## src/rtl/ahb_sram_slave.sv

```systemverilog
// AHB-Lite word-addressed SRAM responder with 2-cycle ERROR replies.
// Optional macro AHB_SRAM_WAIT_STATE_EN adds one wait state to every legal read.
module ahb_sram_slave #(
  parameter int unsigned DEPTH     = 64,
  parameter logic [31:0] BASE_ADDR = 32'h0000_0000
) (
  input  logic        HCLK,
  input  logic        HRESETn,
  input  logic        HSEL,
  input  logic [31:0] HADDR,
  input  logic        HWRITE,
  input  logic [1:0]  HTRANS,
  input  logic [2:0]  HSIZE,
  input  logic [2:0]  HBURST,
  input  logic [31:0] HWDATA,
  input  logic        HREADY,
  output logic [31:0] HRDATA,
  output logic        HREADYOUT,
  output logic        HRESP
);

  localparam int DATA_W = 32;
  localparam int IDX_W  = $clog2(DEPTH);

`ifdef AHB_SRAM_WAIT_STATE_EN
  typedef enum logic [2:0] {S_IDLE, S_DATA, S_ERR1, S_ERR2, S_WAIT} state_t;
`else
  typedef enum logic [1:0] {S_IDLE, S_DATA, S_ERR1, S_ERR2} state_t;
`endif

  state_t            state;
  logic [DATA_W-1:0] mem [DEPTH];
  logic [IDX_W-1:0]  idx_p1;
  logic              write_p1;

  logic [31:0]       offset;
  logic [IDX_W-1:0]  idx;
  logic              bad;
  logic              accept;
  logic              commit;
  logic              fwd;
  logic              unused;

  // Address phase: decode the beat presented on the bus this cycle
  assign offset = HADDR - BASE_ADDR;
  assign idx    = offset[IDX_W-1:0];
  assign bad    = (HSIZE != 3'b010) || (offset >= 32'(DEPTH));
  assign accept = HSEL && HREADY && HTRANS[1];
  assign commit = (state == S_DATA) && write_p1;
  assign fwd    = commit && (idx_p1 == idx);
  assign unused = ^{HBURST, HTRANS[0]};

  // Data phase: state, registered bus outputs and array update
  always_ff @(posedge HCLK) begin
    if (!HRESETn) begin
      state     <= S_IDLE;
      HREADYOUT <= 1'b1;
      HRESP     <= 1'b0;
      HRDATA    <= '0;
      idx_p1    <= '0;
      write_p1  <= 1'b0;
      for (int i = 0; i < int'(DEPTH); i++) mem[i] <= '0;
    end else begin
      if (commit) mem[idx_p1] <= HWDATA;
      state     <= S_IDLE;
      HREADYOUT <= 1'b1;
      HRESP     <= 1'b0;
      HRDATA    <= '0;
      case (state)
        S_ERR1: begin
          state <= S_ERR2;
          HRESP <= 1'b1;
        end
`ifdef AHB_SRAM_WAIT_STATE_EN
        S_WAIT: begin
          state  <= S_DATA;
          HRDATA <= mem[idx_p1];
        end
`endif
        default: begin
          if (accept) begin
            idx_p1   <= idx;
            write_p1 <= HWRITE;
            if (bad) begin
              state     <= S_ERR1;
              HREADYOUT <= 1'b0;
              HRESP     <= 1'b1;
            end else if (HWRITE) begin
              state <= S_DATA;
`ifdef AHB_SRAM_WAIT_STATE_EN
            end else begin
              state     <= S_WAIT;
              HREADYOUT <= 1'b0;
            end
`else
            end else begin
              // A write to the same word is committing on this very edge
              state  <= S_DATA;
              HRDATA <= fwd ? HWDATA : mem[idx];
            end
`endif
          end
        end
      endcase
    end
  end

endmodule

```

## config.mk

```make
export PLATFORM = sky130hd
export DESIGN_NAME = ahb_sram_slave
export DESIGN_NICKNAME = d
export VERILOG_FILES = /design/src/rtl/ahb_sram_slave.sv
export SDC_FILE = /design/constraint.sdc
export NUM_CORES = 2
export LEC_CHECK = 0
export CORE_AREA = 2 2 462 464
export CTS_CLUSTER_SIZE = 16
export DETAILED_ROUTE_END_ITERATION = 12
export DIE_AREA = 0 0 464 466
export RECOVER_POWER = 100
export SYNTH_ARGS = -nofsm -noshare
export SYNTH_HDL_FRONTEND = slang
export SYNTH_SLANG_ARGS = --single-unit
```

## constraint.sdc

```tcl
create_clock -name HCLK -period 4.4 [get_ports HCLK]
set_clock_uncertainty 0.1 [all_clocks]
set_input_delay 0.44 -clock HCLK [delete_from_list [all_inputs] [get_ports HCLK]]
set_output_delay 0.44 -clock HCLK [all_outputs]
set_load 0.01 [all_outputs]
```

==> summary.md <==
| Metric | Value |
|---|---|
| Most common flop cell mapped by yosys | `edfxtp_1` |
| Seq/Total Area, Yosys | `0.659` |
| Vias in the first global route | `roughly 55000` |
| CP endpoint | `mem[21][14]` |
| Share of cells above drive strength 1 | `0.143` |
| Headroom to the max-slew limit | `-0.542` |
| Worst EP arrival | `roughly 4.2 ns` |
| Count leader, synth | `edfxtp_1` |
| Yosys top cell area share | `0.650` |
| Post-Route WL | `around 290000 um` |
| Worst skew pair latency | `0.88 ns` |
| DRC violations left | `0` |
| Vias/cell | `roughly 5.9` |
| Cell taking the most area after synthesis | `edfxtp_1` |
| Critical Path RT | `4.76 ns` |
| Peak VDD IR | `0.360 mV` |
| Final Hold Violating Endpoints | `4` |
| Post-Syn Area | `94600 um^2` |
| Syn Inst Count | `6491` |
| Min Tclk post-route | `about 3.8 ns` |
| Max-slew violations | `~500` |
| Int Pwr | `roughly 34000 uW` |
| Routed len/inst | `slightly above 30 um` |
| Hold_ws | `-0.0690 ns` |
| Setup Viol. Count Final | `0` |
| Hold Crit Class | `in2reg` |
| Share of synthesized registers carrying an async set or reset | `0` |
| Root buf cell | `clkbuf_16` |
| Flop2flop setup slack | `between 0.5 and 0.6 ns` |
| Initial antenna violation count | `22` |
| Synth warnings | `0` |
| Worst Hold Launch | `HRESETn` |
| RSZ-0062 raised after global routing | `false` |
| Pin count of the biggest net entering global routing | `76` |
| Pre-antenna DRT Iters | `6` |
| CP Class | `reg2reg` |
| Gr ovfl total | `0` |
| Dpl cells | `9037` |
| Antenna-violating nets left | `0` |
| Critical Path Start Type | `register` |
| Worst-margin pin slew | `~2.3 ns` |
| CTS buffer count | `around 210` |
| DIE WIDTH | `464 um` |
| Reg clk slew, reported paths | `0.06 ns` |
| Netlist cell types | `47` |
| H-tree levels | `4` |
| R2R Path End | `mem[21][14]` |
| Worst Setup SP | `HRESP` |
| Site Rows | `approximately 170` |
| Sw frac | `0.231` |
| Setup crit end kind | `register` |
| Sequential fraction of design power | `0.519` |
| HPWL reported at the end of detailed placement | `approximately 170000 um` |
| Clk buf depth | `3` |
| R2R depth | `6` |
| Final cell count without fillers | `roughly 9500` |
| Logic gate share of total power | `0.067` |
| Max Clk Rate | `between 0.2 and 0.3 GHz` |
| Synth top area cells | `edfxtp_1 (65%), and2_1 (13%), mux4_2 (6.4%)` |
| IO buf count | `106` |
| Core area | `around 210000 um^2` |
| Avg Inst Size Synth | `~15 um^2` |
| NetSw | `10100 uW` |
| Initial DRC count | `between 7000 and 8000` |
| CTS tree | `done` |
| Violated checks | `negative hold slack, max-capacitance violations, max-slew violations` |
| Yosys reg bits | `2090` |
| PwrDens | `between 400 and 500 nW/um^2` |
| Final #Nets | `6513` |
| First-pass GRT wire length | `roughly 410000 um` |
| Max Cap Viol | `17` |
| Num ports | `roughly 110` |
| Post-synth EDFFs | `2048` |
| Synthesized Nets | `between 6000 and 7000` |
| Part of the cycle the worst path needs | `0.874` |
| Worst-path fanout max | `32` |
| Synthesis-to-finish area growth | `11.9%` |
| Leakage | `0.0383 uW` |
| Commonest cells post-synth | `edfxtp_1 (2048), and2_1 (1987), clkbuf_1 (554), mux2i_1 (498), a22oi_1 (288)` |
| Clk sinks | `between 2000 and 2500` |
| Vias | `about 56000` |
| Status | `finished with violations` |
| Starting Density | `0.448` |
| Final TNS setup | `0 ns` |
| Reg2reg start | `HRESP` |
| Gpl congestion | `between 0.8 and 0.9` |
| Clock power share | `0.414` |
| Die area | `roughly 220000 um^2` |
| Chip height | `around 470 um` |
| Gr usage total | `0.266` |
worst max-delay path, stage by stage, from the launching register on:
cell,delay [ns]
dfxtp_1,0.32
and4b_1,0.46
and2_0,0.31
nand2_1,0.52
clkbuf_1,0.53
o21ai_4,0.24
clkbuf_2,0.91
cell usage in the layout, fill, tap and decap left out, types with 36 or more instances in the layout:
| cell type | netlist | routed |
|---|---|---|
| a21oi_1 | 63 | 63 |
| a22oi_1 | 288 | 288 |
| and2_0 | 0 | 739 |
| and2_1 | 1987 | 1247 |
| and3_1 | 54 | 53 |
| buf_4 | 13 | 173 |
| clkbuf_1 | 554 | 102 |
| clkbuf_16 | 0 | 219 |
| clkbuf_2 | 0 | 57 |
| clkdlybuf4s50_1 | 0 | 36 |
| clkinv_1 | 0 | 53 |
| clkinv_2 | 0 | 38 |
| dfxtp_1 | 42 | 42 |
| dlygate4sd3_1 | 0 | 38 |
| edfxtp_1 | 2048 | 2048 |
| mux2i_1 | 498 | 498 |
| mux4_2 | 271 | 271 |
| nand3_1 | 125 | 122 |
| nand4_1 | 36 | 36 |
| nor2_1 | 83 | 38 |
| nor2_2 | 1 | 43 |
| nor3_1 | 67 | 67 |
| o21ai_0 | 73 | 51 |
how the worst min path moves through the flow:
stage / cells past startpoint / endpoint / slack, ns
2_1_floorplan: 2 / write_p1 / 0.35
3_3_place_gp: 2 / write_p1 / 0.37
5_1_grt: 3 / HREADYOUT / -0.05
4_1_cts: 2 / mem[43][13] / 0.006
3_5_place_dp: 2 / write_p1 / 0.38
6_report: 3 / HREADYOUT / -0.07
power by group through the flow:
stage               Sequential (uW)  Clock [uW]  Combinational, uW
floorplan                     23000           0               1620
global route                  22700       19000               3020
detailed placement            23000           0               2930
finish                        22600       18000               2910
global placement              23000           0               2910
CTS                           22600       18200               2930
metal layers:
metal / vias to the layer above / global-route usage / routed length (um)
met3: 438 / 0.0520 / 26300
met1: 29045 / 0.378 / 120000
li1: 23666 / - / -
met2: 2578 / 0.407 / 132000
met4: 2 / 0.0954 / 10800
met5: - / 0 / 13
stage by stage:
stage / total power [uW] / hold slack, ns / instance area (um^2) / utilization / worst slack, ns
after detailed placement: 26000 / 0.382 / 99900 / 0.473 / 0.612
after floorplan: 24600 / 0.353 / 94600 / - / 0.0736
after CTS: 43800 / 0.00611 / 107000 / 0.506 / 1.17
after global placement: 25900 / 0.369 / 99900 / 0.473 / 0.679
final: 43600 / -0.0690 / 106000 / 0.501 / 0.553
after global routing: 44700 / -0.0457 / 106000 / 0.501 / 0.542
state kept, by name, indices dropped and copies added (netlist names):
register   flops
mem         2048
HRDATA        32
idx_p1         6
HREADYOUT      1
HRESP          1
state          1
write_p1       1
cells by family (layout without fill, tap and decap cells):
family                    after synthesis  count (layout)  synth area share
and+or+nand+nor                      2418            2418             0.155
DFF                                  2090            2090             0.659
muxes                                 775             775             0.118
buffers and inverters                 694             823            0.0301
AOI/OAI and AO/OA                     508             508            0.0380
xor gates and xnor gates                6               6          0.000555
other                                   0              11                 0
final cells by class:
cell class	count	area [um^2]
multi-input combinational	3707	29900
tap	2821	3530
inverter	2	7.51
sequential	2090	62300
timing repair buffer	421	3340
clock inverter	127	1110
antenna	11	27.5
clock buffer	273	5710
fill	17611	105000
timing repair:
action,CTS,global route
gates resized for setup,0,0
buffers inserted,0,0
setup endpoints to repair,0,0
hold endpoints to repair,18,0
hold buffers,4,0
Note: power is estimated with default switching activity, not from simulation.
